===== src/rtl/dcm_prog.sv =====
// Programmable dual clock divider: clk_1 at FAST_FREQ_HZ, clk_2 at FAST_FREQ_HZ/2^prog_out.
// Define DCM_PROG_SYNC_EN to pass update/prog_in through a two-stage synchronizer before capture.
module dcm_prog #(
    parameter int CLK_FREQ_HZ  = 100000000,
    parameter int FAST_FREQ_HZ = 10,
    parameter int PROG_W       = 3
) (
    input  logic              clk,
    input  logic              rst,
    input  logic              update,
    input  logic [PROG_W-1:0] prog_in,
    output logic              clk_1,
    output logic              clk_2,
    output logic [PROG_W-1:0] prog_out,
    output logic              pending,
    output logic              tick_2
);

    localparam int HALF_CNT = CLK_FREQ_HZ / (2 * FAST_FREQ_HZ);
    localparam int PRE_W    = (HALF_CNT > 1) ? $clog2(HALF_CNT) : 1;
    localparam int SLOW_W   = (1 << PROG_W) - 1;

    if (HALF_CNT < 1 || (2 * FAST_FREQ_HZ * HALF_CNT) != CLK_FREQ_HZ) begin : g_cfg_err
        $error("dcm_prog: CLK_FREQ_HZ must be a non-zero exact multiple of 2*FAST_FREQ_HZ");
    end

    logic              upd_c;
    logic [PROG_W-1:0] prog_c;

`ifdef DCM_PROG_SYNC_EN
    logic [1:0]        upd_sync_q;
    logic [PROG_W-1:0] prog_s1_q, prog_s2_q;

    always_ff @(posedge clk or posedge rst) begin
        if (rst) begin
            upd_sync_q <= '0;
            prog_s1_q  <= '0;
            prog_s2_q  <= '0;
        end else begin
            upd_sync_q <= {upd_sync_q[0], update};
            prog_s1_q  <= prog_in;
            prog_s2_q  <= prog_s1_q;
        end
    end

    assign upd_c  = upd_sync_q[1];
    assign prog_c = prog_s2_q;
`else
    assign upd_c  = update;
    assign prog_c = prog_in;
`endif

    logic [PRE_W-1:0]  pre_q, pre_d;
    logic [SLOW_W-1:0] slow_q, slow_d;
    logic              clk1_q, clk1_d;
    logic              clk2_q, clk2_d;
    logic              tick_q, tick_d;
    logic              pend_q, pend_d;
    logic [PROG_W-1:0] pend_val_q, pend_val_d;
    logic [PROG_W-1:0] prog_q, prog_d;

    logic              half_tick;
    logic              slow_wrap;
    logic              apply;
    logic [SLOW_W:0]   slow_span;
    logic [SLOW_W-1:0] slow_lim;

    // Terminal count is 2^prog_out-1; computed one bit wider so the top exponent wraps to all-ones.
    assign slow_span = (SLOW_W + 1)'(1) << prog_q;
    assign slow_lim  = slow_span[SLOW_W-1:0] - SLOW_W'(1);
    assign half_tick = (pre_q == PRE_W'(HALF_CNT - 1));
    assign slow_wrap = half_tick && (slow_q == slow_lim);
    assign apply     = slow_wrap && clk2_q && pend_q;

    always_comb begin
        // NOTE: every signal gets a default first so no path leaves it unassigned (no latches).
        pre_d      = pre_q + PRE_W'(1);
        slow_d     = slow_q;
        clk1_d     = clk1_q;
        clk2_d     = clk2_q;
        tick_d     = 1'b0;
        pend_d     = pend_q;
        pend_val_d = pend_val_q;
        prog_d     = prog_q;

        if (half_tick) begin
            pre_d  = '0;
            clk1_d = ~clk1_q;
            slow_d = slow_q + SLOW_W'(1);
        end

        if (slow_wrap) begin
            slow_d = '0;
            clk2_d = ~clk2_q;
            tick_d = ~clk2_q;
        end

        // Only a falling clk_2 edge closes a full slow period, so switching there never
        // truncates or stretches a period.
        if (apply) begin
            prog_d = pend_val_q;
            pend_d = 1'b0;
        end

        if (upd_c) begin
            pend_d     = 1'b1;
            pend_val_d = prog_c;
        end
    end

    // NOTE: sequential state uses non-blocking assignments so all registers update together.
    always_ff @(posedge clk or posedge rst) begin
        if (rst) begin
            pre_q      <= '0;
            slow_q     <= '0;
            clk1_q     <= 1'b0;
            clk2_q     <= 1'b0;
            tick_q     <= 1'b0;
            pend_q     <= 1'b0;
            pend_val_q <= '0;
            prog_q     <= '0;
        end else begin
            pre_q      <= pre_d;
            slow_q     <= slow_d;
            clk1_q     <= clk1_d;
            clk2_q     <= clk2_d;
            tick_q     <= tick_d;
            pend_q     <= pend_d;
            pend_val_q <= pend_val_d;
            prog_q     <= prog_d;
        end
    end

    assign clk_1    = clk1_q;
    assign clk_2    = clk2_q;
    assign tick_2   = tick_q;
    assign pending  = pend_q;
    assign prog_out = prog_q;

endmodule

===== config.mk =====
export PLATFORM = sky130hd
export DESIGN_NAME = dcm_prog
export DESIGN_NICKNAME = d
export VERILOG_FILES = /design/src/rtl/dcm_prog.sv
export SDC_FILE = /design/constraint.sdc
export NUM_CORES = 1
export LEC_CHECK = 0
export CORE_AREA = 2 2 79 81
export CTS_CLUSTER_SIZE = 16
export DETAILED_ROUTE_END_ITERATION = 7
export DIE_AREA = 0 0 81 83
export GPL_ROUTABILITY_DRIVEN = 0
export PLACE_DENSITY = 0.58
export SLEW_MARGIN = 20
export SYNTH_ARGS = -nofsm -noshare
export SYNTH_HDL_FRONTEND = slang
export SYNTH_SLANG_ARGS = --single-unit
export TNS_END_PERCENT = 10

===== constraint.sdc =====
create_clock -name clk -period 2.3 [get_ports clk]
set_input_delay 0.69 -clock clk [delete_from_list [all_inputs] [get_ports clk]]
set_output_delay 0.69 -clock clk [all_outputs]
set_load 0.03 [all_outputs]

==> flow_summary.toml <==
[run_status]
status = "finished, final reports clean"

[yosys]
number_of_flops_mapped_to_enable_cells_by_yosys = 0
synth_mux_area_share_pct = 3.87
post_synthesis_instance_total = 187
synth.ff_latch_count = 40
yosys_warnings = 0
post_synth_simple_gate_area_pct = 25.9
synth_top_family_by_area = "simple AND/OR/NAND/NOR gates"
synth.distinct_cells = 45
synth_nets = 195
register_area_share_after_synthesis_pct = 49.9
ys_async_sr_fraction_pct = 100
netlist_area_pre_place_sq_mm = 0.00201
yosys_most_used_dff = "sky130_fd_sc_hd__dfrtp_1"
synth.avg_cell_area_sq_um = 10.7
synth_xor_area_share_pct = 10.0
synthAdderAreaFrac_pct = 1.25
synth_compound_gate_area_share_pct = 7.42

[grt]
grt_start_max_net_pins = 41
grtUsageMet2_pct = 18.0
grt_pass1_vias = 1384
grt_first_pass_wirelength_microns = 6440
met3_usage_pct = 4.35
grt_antenna_before_repair = 0
groute.usage.overall_pct = 12.4
met1_usage_pct = 16.5
globalRoute.totalOverflow = 0
grt_busiest_layer = "met2"

[routing]
viasPerCell = 4.94
detail_route.first_pass.iterations = 4
drt_wl_total_microns = 3710
via_count = 1394
ant_nets = 0
first_iter_violations = 89
route.detailed.wl_per_inst_microns = 13.2
remaining_drc_errors = 0

[setup_path]
crit_path_max_incr_delay_ns = 0.71
r2r_cells = 6
crit_arrival_ns = 1.49
timing.critical_path.cells = "clkdlybuf4s50_1"
startpoint_type = "register"
worstPathMaxFanout = 9
worst-setup-path-type = "register to output port"
critical_path.top_delay_family = "buffers and inverters"
end_kind = "output port"
critPathSlowestCell = "sky130_fd_sc_hd__clkdlybuf4s50_1"
path_buf_inv = 1
cell_count_along_the_critical_path = 1
worst_ep_required_ns = 1.61
r2r_slack_ns = 0.27

[timing]
fraction_of_the_cycle_the_final_worst_path_needs_pct = 94.8
timing.clock.skew_ns = 0.00937
report.final.slew_viol_count = 0
period_needed_ns = 2.18
timing_hold_violations_final = 0
setup_repair_after_global_routing_missed_its_margin = "false"
setup_total_negative_slack_ns = 0
worst_tran_pin_value_ns = 0.520
worst_slew_margin_rel_pct = 65.3
timing.fmax_mhz = 459
finalSetupViolations = 0

[cts]
cts_root_buffer = "sky130_fd_sc_hd__clkbuf_8"
cts_tree = "built"
clk_pin_slew_worst_paths_ns = 0.08
cts.repair_timing.setup_buffer_count = 0
cts.hold.buffers_added = 0
cts_buffers = 5
worst_skew_pair.late_latency_ns = 0.30
htree_num_levels = 2
cts-root-to-sink-buffers = 2
cts_sinks = 40
post_cts_resized = 1

[power_and_ir_drop]
ir_worst_vdd_mv = 0.317
pwr-share-seq_pct = 51.8
power.static_leakage_nw = 0.992
combinational_cell_fraction_of_total_power_pct = 2.2
power_w = 0.00137
sw_frac_of_total_pct = 19.5
power.clock.fraction_pct = 46.0
net-switching-power_w = 0.000268
pwr_density_cell_mw_per_mm2 = 581
cell_internal_pwr_w = 0.00110

[floorplan]
core.rowCount = 28
pin_count = 13
die_w_microns = 81
initial_core_util_pct = 34.5
core-area_sq_mm = 0.00582
floorplan.die_area_sq_mm = 0.00672
die_h_microns = 83

[placed_design]
post-dp-hpwl_microns = 2560
numPortBuffers = 12

[cells_and_area]
antennaDiodeCount = 0
synthToLayoutAreaGrowth_pct = 17.8
multi_input_area_sq_um = 972
layout.nets = 214
fill_cells = 580
layout.area.seq_sq_mm = 0.00100
drive_above_1_share_pct = 13.5

[worst_hold_path]
hp-class = "register to register"
hold_path_depth = 1

[run]
cap_viol_max_count = 0
## cell usage in the layout (no fill, tap or decap), drive strengths merged, types with 2 or more instances in the layout
master | Yosys | layout
dfrtp | 40 | 40
nor2 | 21 | 21
nand2 | 19 | 19
xnor2 | 15 | 15
nand3 | 12 | 12
clkdlybuf4s50 | 0 | 10
o21ai | 10 | 10
xor2 | 8 | 8
clkbuf | 3 | 7
nor4 | 7 | 7
mux2 | 6 | 6
buf | 2 | 5
nand4 | 4 | 4
and4 | 3 | 3
nand2b | 3 | 3
inv | 3 | 3
or2 | 3 | 3
a31oi | 3 | 3
nor4b | 2 | 2
nand4b | 2 | 2
nor2b | 2 | 2
and2 | 2 | 2
and3 | 2 | 2
ha | 2 | 2
nor3 | 2 | 2
## Yosys cell counts, types with 3 or more instances
| cell | instances | area share [%] |
|---|---|---|
| sky130_fd_sc_hd__and4_1 | 3 | 1.3 |
| sky130_fd_sc_hd__nor4_1 | 4 | 1.2 |
| sky130_fd_sc_hd__mux2_2 | 3 | 1.7 |
| sky130_fd_sc_hd__xor2_1 | 8 | 3.5 |
| sky130_fd_sc_hd__nor4_4 | 3 | 3.2 |
| sky130_fd_sc_hd__inv_1 | 3 | 0.56 |
| sky130_fd_sc_hd__nand2b_1 | 3 | 0.94 |
| sky130_fd_sc_hd__mux2_1 | 3 | 1.7 |
| sky130_fd_sc_hd__nand2_1 | 18 | 3.4 |
| sky130_fd_sc_hd__o21ai_0 | 8 | 2.0 |
| sky130_fd_sc_hd__nand3_1 | 11 | 2.7 |
| sky130_fd_sc_hd__xnor2_1 | 15 | 6.5 |
| sky130_fd_sc_hd__nand4_1 | 4 | 1.2 |
| sky130_fd_sc_hd__dfrtp_1 | 40 | 50 |
| sky130_fd_sc_hd__nor2_1 | 21 | 3.9 |
## layer usage
metal	up-vias	wire, microns
met5	-	0
met4	0	87
met3	9	142
met2	19	1660
met1	666	1820
li1	700	-
## final cells by class
cell class | count | share of cell area, %
repair buffers | 17 | 6.72
clock buffers | 7 | 4.08
inverters | 3 | 0.476
well taps | 75 | 3.97
clock inverters | 1 | 1.27
flip-flops and latches | 40 | 42.4
multi-input cells | 139 | 41.1
## worst paths after layout
kind	startpoint	endpoint
hold reg to reg	clk_1	clk_1
min in group asynchronous	rst	pre_q[4]
hold / removal	clk_1	clk_1
max in group asynchronous	rst	pre_q[22]
setup / recovery	prog_out[0]	prog_out[0]
setup reg to reg	pre_q[0]	prog_out[2]
## state kept, by name, indices dropped and copies added (netlist names)
name,cells
clk_1,1
tick_2,1
prog_out,3
pend_val_q,3
clk_2,1
pre_q,23
pending,1
slow_q,7
## through the flow
stage	hold WS (ns)	worst slack (ns)	utilization, %	cell area, sq um	std cells
6_report	0.473	0.119	40.6	2360	282
5_1_grt	0.510	0.0408	40.6	2360	282
4_1_cts	0.477	0.0164	40.6	2360	282
3_5_place_dp	0.464	0.245	38.4	2240	274
3_3_place_gp	0.461	0.298	38.4	2240	274
2_1_floorplan	0.447	0.275	-	2010	187
## power by group through the flow
stage / Sequential [W] / Combinational, W / Clock, W
3_5_place_dp: 0.000725 / 0.0000321 / 0
3_3_place_gp: 0.000725 / 0.0000318 / 0
5_1_grt: 0.000711 / 0.0000351 / 0.000682
4_1_cts: 0.000711 / 0.0000321 / 0.000650
6_report: 0.000711 / 0.0000307 / 0.000631
2_1_floorplan: 0.000724 / 0.0000163 / 0
## cells by family (layout without fill, tap and decap cells)
kind of cell | count (synthesis) | in the layout
buffers and inverters | 8 | 28
XOR/XNOR | 23 | 23
adder cells (fa/ha/maj) | 2 | 2
AO/OA/AOI/OAI | 19 | 19
multiplexers | 7 | 7
AND/OR/NAND/NOR | 88 | 88
flip-flops | 40 | 40
(Power assumes the default switching activity.)
